**src/rtl/seg_capture.sv**
```systemverilog
// Receive side of the seven-segment display link: waits for each multiplexed digit's
// active-low pattern to hold steady, decodes it back to hex and assembles the display word.
module seg_capture #(
  parameter int NDIGITS = 4,
  parameter int STABLE  = 4
) (
  input  logic                   clk,
  input  logic                   reset,
  input  logic [6:0]             seg,
  input  logic [NDIGITS-1:0]     dig_en,
  output logic [4*NDIGITS-1:0]   value,
  output logic [NDIGITS-1:0]     digit_valid,
  output logic                   err,
  output logic                   update
);

  localparam int CW = $clog2(STABLE + 1);
  localparam int IW = (NDIGITS > 1) ? $clog2(NDIGITS) : 1;

  typedef enum logic [1:0] {IDLE, COUNT, DONE} state_t;

  state_t               state;
  logic [CW-1:0]        cnt;
  logic [6:0]           s_seg;
  logic [NDIGITS-1:0]   s_en;

  logic                 onehot;
  logic                 same;
  logic [IW-1:0]        idx;
  logic [4:0]           dec;     // {legal, nibble}
  logic [3:0]           old_nib;

  // Inverse of the board encoder; anything else is not a hex glyph.
  function automatic logic [4:0] decode(input logic [6:0] p);
    case (p)
      7'h40:   decode = 5'h10;
      7'h79:   decode = 5'h11;
      7'h24:   decode = 5'h12;
      7'h30:   decode = 5'h13;
      7'h19:   decode = 5'h14;
      7'h12:   decode = 5'h15;
      7'h02:   decode = 5'h16;
      7'h78:   decode = 5'h17;
      7'h00:   decode = 5'h18;
      7'h10:   decode = 5'h19;
      7'h08:   decode = 5'h1A;
      7'h03:   decode = 5'h1B;
      7'h46:   decode = 5'h1C;
      7'h21:   decode = 5'h1D;
      7'h06:   decode = 5'h1E;
      7'h0E:   decode = 5'h1F;
      default: decode = 5'h00;
    endcase
  endfunction

  // The run length is judged on the sample entering the input register this edge, compared
  // with the one already held, so the commit lands on the edge that registers the STABLE-th sample.
  // NOTE: every always_comb output gets a default first so no path can infer a latch.
  always_comb begin
    onehot  = ($countones(~dig_en) == 1);
    same    = (seg == s_seg) && (dig_en == s_en);
    idx     = '0;
    for (int i = 0; i < NDIGITS; i++) begin
      if (!dig_en[i]) idx = IW'(i);
    end
    dec     = decode(seg);
    old_nib = value[{idx, 2'b00} +: 4];
  end

  // NOTE: sequential state uses non-blocking assignments only, so every register sees
  // the pre-edge values of the others regardless of statement order.
  always_ff @(posedge clk) begin
    if (reset) begin
      state       <= IDLE;
      cnt         <= '0;
      s_seg       <= 7'h7F;
      s_en        <= '1;
      value       <= '0;
      digit_valid <= '0;
      err         <= 1'b0;
      update      <= 1'b0;
    end else begin
      s_seg  <= seg;
      s_en   <= dig_en;
      update <= 1'b0;
      if (!onehot) begin
        state <= IDLE;
        cnt   <= '0;
      end else if (!same || state == IDLE) begin
        state <= COUNT;
        cnt   <= CW'(1);
      end else if (state == COUNT) begin
        if (cnt < CW'(STABLE)) cnt <= cnt + 1'b1;
        if (cnt == CW'(STABLE - 1)) begin
          state <= DONE;
          if (dec[4]) begin
            value[{idx, 2'b00} +: 4] <= dec[3:0];
            digit_valid[idx]         <= 1'b1;
            if (old_nib != dec[3:0] || !digit_valid[idx]) update <= 1'b1;
          end else begin
            digit_valid[idx] <= 1'b0;
            err              <= 1'b1;
          end
        end
      end
    end
  end

endmodule

```
**config.mk**
```make
export PLATFORM = sky130hd
export DESIGN_NAME = seg_capture
export DESIGN_NICKNAME = d
export VERILOG_FILES = /design/src/rtl/seg_capture.sv
export SDC_FILE = /design/constraint.sdc
export NUM_CORES = 1
export LEC_CHECK = 0
export CAP_MARGIN = 20
export CORE_ASPECT_RATIO = 1.2
export CORE_UTILIZATION = 54
export CTS_CLUSTER_DIAMETER = 60
export CTS_CLUSTER_SIZE = 20
export DETAILED_ROUTE_END_ITERATION = 12
export PLACE_DENSITY = 0.8
export REMOVE_ABC_BUFFERS = 1
export SLEW_MARGIN = 10
export SYNTH_ARGS = -nofsm -noshare
export SYNTH_HDL_FRONTEND = slang
export SYNTH_SLANG_ARGS = --single-unit
```
**constraint.sdc**
```tcl
create_clock -name clk -period 4.1 [get_ports clk]
set_input_delay 0.82 -clock clk [delete_from_list [all_inputs] [get_ports clk]]
set_output_delay 0.82 -clock clk [all_outputs]
set_load 0.05 [all_outputs]
```
# Word level (Yosys, flattened, before mapping)
# Cells that the tools add are included.
dict set report word_totals {
  out_inout_bits 22
  register_bits 38
}
dict set report classes {
  n_shift 3
  n_eq_ne 21
  addsub 5
  mux 17
  reduce_logical 21
  n_bitwise 9
  n_lt_le_gt_ge 3
}
# op count
set op_table {}
lappend op_table {{case mux 5 bit (16 select lines)} 1}
lappend op_table {{== test 7 bit (second input constant)} 4}
lappend op_table {{== test 7 x 5 -> 1 bit (second input constant)} 3}
lappend op_table {{== test 7 x 6 -> 1 bit (second input constant)} 3}
lappend op_table {{bitwise mux 16 bit} 1}
lappend op_table {{variable shift 4 x 6 -> 16 bit (first input constant)} 1}
lappend op_table {{variable part select 16 x 5 -> 4 bit} 1}
lappend op_table {{variable part select 4 x 6 -> 16 bit} 1}
lappend op_table {{== test 7 x 2 -> 1 bit (second input constant)} 2}
lappend op_table {{== test 7 x 4 -> 1 bit (second input constant)} 2}
lappend op_table {{two-way mux 1 bit} 10}
lappend op_table {{AND reduction 5 bit} 2}
lappend op_table {{inverter 4 bit} 2}
lappend op_table {{AND reduction 2 bit} 4}
lappend op_table {{== test 7 x 3 -> 1 bit (second input constant)} 1}
lappend op_table {{== test 7 bit} 1}
lappend op_table {{zero test 7 bit} 1}
lappend op_table {{negation 4 -> 6 bit} 1}
lappend op_table {{nonzero test 2 bit} 3}
lappend op_table {{OR reduction 6 bit} 1}
lappend op_table {{inverter 1 bit} 5}
lappend op_table {{adder 1 x 1 -> 2 bit} 2}
lappend op_table {{bitwise AND 4 bit} 1}
lappend op_table {{== test 4 bit} 1}
lappend op_table {{21 further kinds} 25}

# Longest topological paths before layout
dict set report logic_depth {
  ltp_word 10
  mapped_depth 11
}

# Least setup slack after synthesis
# No wires, ideal clock.
dict set report synth_path {
  path_type {input to register}
  from {input port dig_en[0]}
  to {register value[0]}
  path_slack_ns 0.859
  path_stages 11
  t_required_ns 4.028
  t_arrival_ns 3.170
  setup_ns 0.072
  cell_sequence {fa_1 > inv_1 > ha_1 > ha_1 > nor2_1 > nand2_1 > or2_1 > or4_1 > buf_2 > nor2_8 > mux2i_1}
}
dict set report synth_via {
  elab_chain_len 6
  word_cells_on_any_way 10
  cone_classes {2 x add/sub; 2 x eq/ne; 2 x bitwise; 4 x reduce/logical}
}
# item line
set synth_rtl {}
lappend synth_rtl {{start, declared} 10} ;# input logic [NDIGITS-1:0] dig_en,
lappend synth_rtl {{parallel branches: the longest is 5 deep, another holds adder 2 x 2 -> 3 bit} --}
lappend synth_rtl {{AND reduction 5 bit (no line) (*)} --}
lappend synth_rtl {{end signal, assigned by index} 97} ;# value[{idx, 2'b00} +: 4] <= dec[3:0];
lappend synth_rtl {{end, declared} 11} ;# output logic [4*NDIGITS-1:0] value,
# Every way passes the cells marked *.
# A chain may end at the register's enable or synchronous reset.

# Worst setup path after layout
# Same ends and word-level chain as after synthesis.

==> results.sh <==
export IMPL_outcome="finished clean"
export IMPL_routedWlPerCell_um=15.1
export IMPL_period_minus_slack_ns=3.73
export IMPL_io_buffers=34
export IMPL_drtIter0Drc=109
export IMPL_maxCapViolCount=0
export IMPL_cts_buffers=5
export IMPL_grt_max_degree=29
export IMPL_ys_ff_latch=38
export IMPL_yosysWarnings=0
export IMPL_postLayoutCoreUtil_pct=69.7
export IMPL_crit_type="in2reg"
export IMPL_die_area_um2=4400
export IMPL_rows=25
export IMPL_grt_use_total_pct=25.7
export IMPL_nFillCells=341
export IMPL_synth_area_leaders="dfxtp_1 (34%), mux2i_1 (6.3%), a21oi_1 (5.2%)"
export IMPL_final_period_utilization_pct=91.1
export IMPL_root_buffer="clkbuf_8"
export IMPL_highest_layer="met4"
export IMPL_routed_wl_mm=5.23
export IMPL_synthesis_area_um2=2230
export IMPL_critPathSlowestCell="or4_1"
export IMPL_hold_violations=0
export IMPL_drive_gt1_share_pct=12.3
export IMPL_drc=0
export IMPL_holdBufCountCts=0
export IMPL_antenna_found_initial=0
export IMPL_cp_arrival_ns=3.96
export IMPL_slew_violations=0
export IMPL_path_clk_slew_ns=0.08
export IMPL_tightestPinTransition_ns=0.744
export IMPL_cp_common_cell="ha_1"
export IMPL_max_stage_delay_ns=0.71
export IMPL_avgSynthCellArea_um2=8.59
export IMPL_synth_top_cell_area_share_pct=34.1
export IMPL_dr_pass1_iters=4
export IMPL_synth_async_reset_ratio_pct=0
export IMPL_gp_congestion=0.888
export IMPL_avgViaCountPerCell=5.76
export IMPL_n_antenna_cell=0
export IMPL_p_per_area_nw_per_um2=324
export IMPL_wl_met1_mm=2.34
export IMPL_post_cts_buffers=0
export IMPL_setup_violations_final=0
export IMPL_cts_htree_levels=2
export IMPL_detailed_place_hpwl_mm=3.74
export IMPL_overflow=0
export IMPL_wl_met3_um=215
export IMPL_path_cells="clkdlybuf4s50_1 -> fa_1 -> inv_1 -> ha_1 -> ha_1 -> nor2_1 -> nand2_1 -> or2_1 -> or4_1 -> nor2_8 -> mux2i_1"
export IMPL_ys_seq_area_share_pct=34.1
export IMPL_die_w_um=60.7
export IMPL_synthCells=260
export IMPL_cts_repair_resize_count=0
export IMPL_yosysMostFrequentCell="dfxtp_1"
export IMPL_synth_top_area_cell="dfxtp_1"
export IMPL_crit_family="simple AND/OR/NAND/NOR gates"
export IMPL_synth_cell_types=55
export IMPL_initial_utilization_pct=56.7
export IMPL_required_ns=4.33
export IMPL_rsz0062_at_grt="false"
export IMPL_cp_start_kind="input pin"
export IMPL_cts_buffer_depth=2
export IMPL_crit_buf_inv=2
export IMPL_power_leakage_nw=0.969
export IMPL_antenna_left=0
export IMPL_end_kind="flip-flop"
export IMPL_clock_latency_ns=0.29
export IMPL_synth_ff_type="dfxtp_1"
export IMPL_cts_sinks=38
export IMPL_ir_worst_vdd_mv=0.234
export IMPL_core_um2=3940
export IMPL_finalNetCount=309
export IMPL_max_clock_freq_mhz=268
export IMPL_wl_met2_mm=2.60
export IMPL_grt_pass1_wl_mm=8.45
export IMPL_path_max_fanout=6
export IMPL_synth_edf_count=0
export IMPL_synthTopCellsByCount="dfxtp_1 (38), nand2_1 (25), a21oi_1 (23)"
export IMPL_timing_setup_tns_ns=0
export IMPL_chipHeight_um=72.5
export IMPL_slew_headroom_pct=50.4
export IMPL_min_path_type="reg2reg"
export IMPL_cts_tree="done"
export IMPL_syn_to_final_growth_pct=23.0
export IMPL_io_pins=35
export IMPL_grt_pass1_vias=1763
export IMPL_skew_ns=0.00966
export IMPL_vias=1994
## where the power goes
| part | internal (mW) | switching [mW] |
|---|---|---|
| logic | 0.0479 | 0.0666 |
| clock network | 0.260 | 0.133 |
| registers | 0.377 | 0.00462 |
| total | 0.684 | 0.205 |
## cells by family after synthesis
| group | count (synthesis) | share of synthesized area, % |
|---|---|---|
| AO/OA/AOI/OAI | 58 | 17.7 |
| adder cells (fa/ha/maj) | 5 | 3.14 |
| multiplexers | 15 | 6.78 |
| buffers and inverters | 27 | 5.71 |
| AND/OR/NAND/NOR | 101 | 26.0 |
| flip-flops | 38 | 34.1 |
| XOR/XNOR | 16 | 6.61 |
## worst min-delay path, stage by stage, from the launching register on
cell,delay [ns]
dfxtp_1,0.32
inv_1,0.05
o32ai_1,0.06
## final cells by class
type	count	area [um^2]	share of cell area [%]
flip-flops and latches	38	761	27.7
inverters	10	37.5	1.37
well taps	54	67.6	2.46
repair buffers	41	393	14.3
clock inverters	2	60.1	2.19
multi-input cells	195	1350	49.0
clock buffers	6	82.6	3.01
## per-layer routing
metal  vias to the layer above  GRT usage [%]
met2                        60           42.1
met5                         -              0
met4                         0           7.83
li1                        992              -
met3                         8           4.28
met1                       934           34.3
## placed cells by master, fill, tap and decap left out, types with 3 or more instances in the layout
cell             netlist  final
ha_1                   4      4
xnor2_1               12     12
or3_1                  3      3
clkdlybuf4s50_1        0     34
o21ai_1                7      7
mux2i_1               14     14
or3b_1                 3      3
nand4_1                5      5
nand3_1                4      4
or2_2                  9      9
nand2b_1               5      5
nor2_1                18     18
clkbuf_8               0      6
inv_1                 10     10
o2111ai_1              3      3
dfxtp_1               38     38
a211oi_1               4      4
xor2_1                 3      3
buf_4                  1      7
a21oi_1               23     23
nand2_1               25     25
nor3_1                 6      6
nor2b_1                3      3
o32ai_1                4      4
o21ai_0                4      4
## final timing paths
kind	start	end	slack, ns	cells after the start
setup / recovery	dig_en[0]	value[0]	0.37	11
hold / removal	err	err	0.47	2
setup reg to reg	cnt[0]	value[0]	1.63	8
hold reg to reg	err	err	0.47	2
## stage by stage
stage	total power, mW	instances	worst slack (ns)	instance area [um^2]	hold WS (ns)
2_1_floorplan	0.453	243	0.783	2140	0.457
3_5_place_dp	0.503	338	0.0973	2600	0.462
5_1_grt	0.919	346	0.220	2750	0.500
4_1_cts	0.891	346	0.373	2750	0.477
6_report	0.889	346	0.367	2750	0.473
3_3_place_gp	0.501	338	0.159	2600	0.453
(Power assumes the default switching activity.)
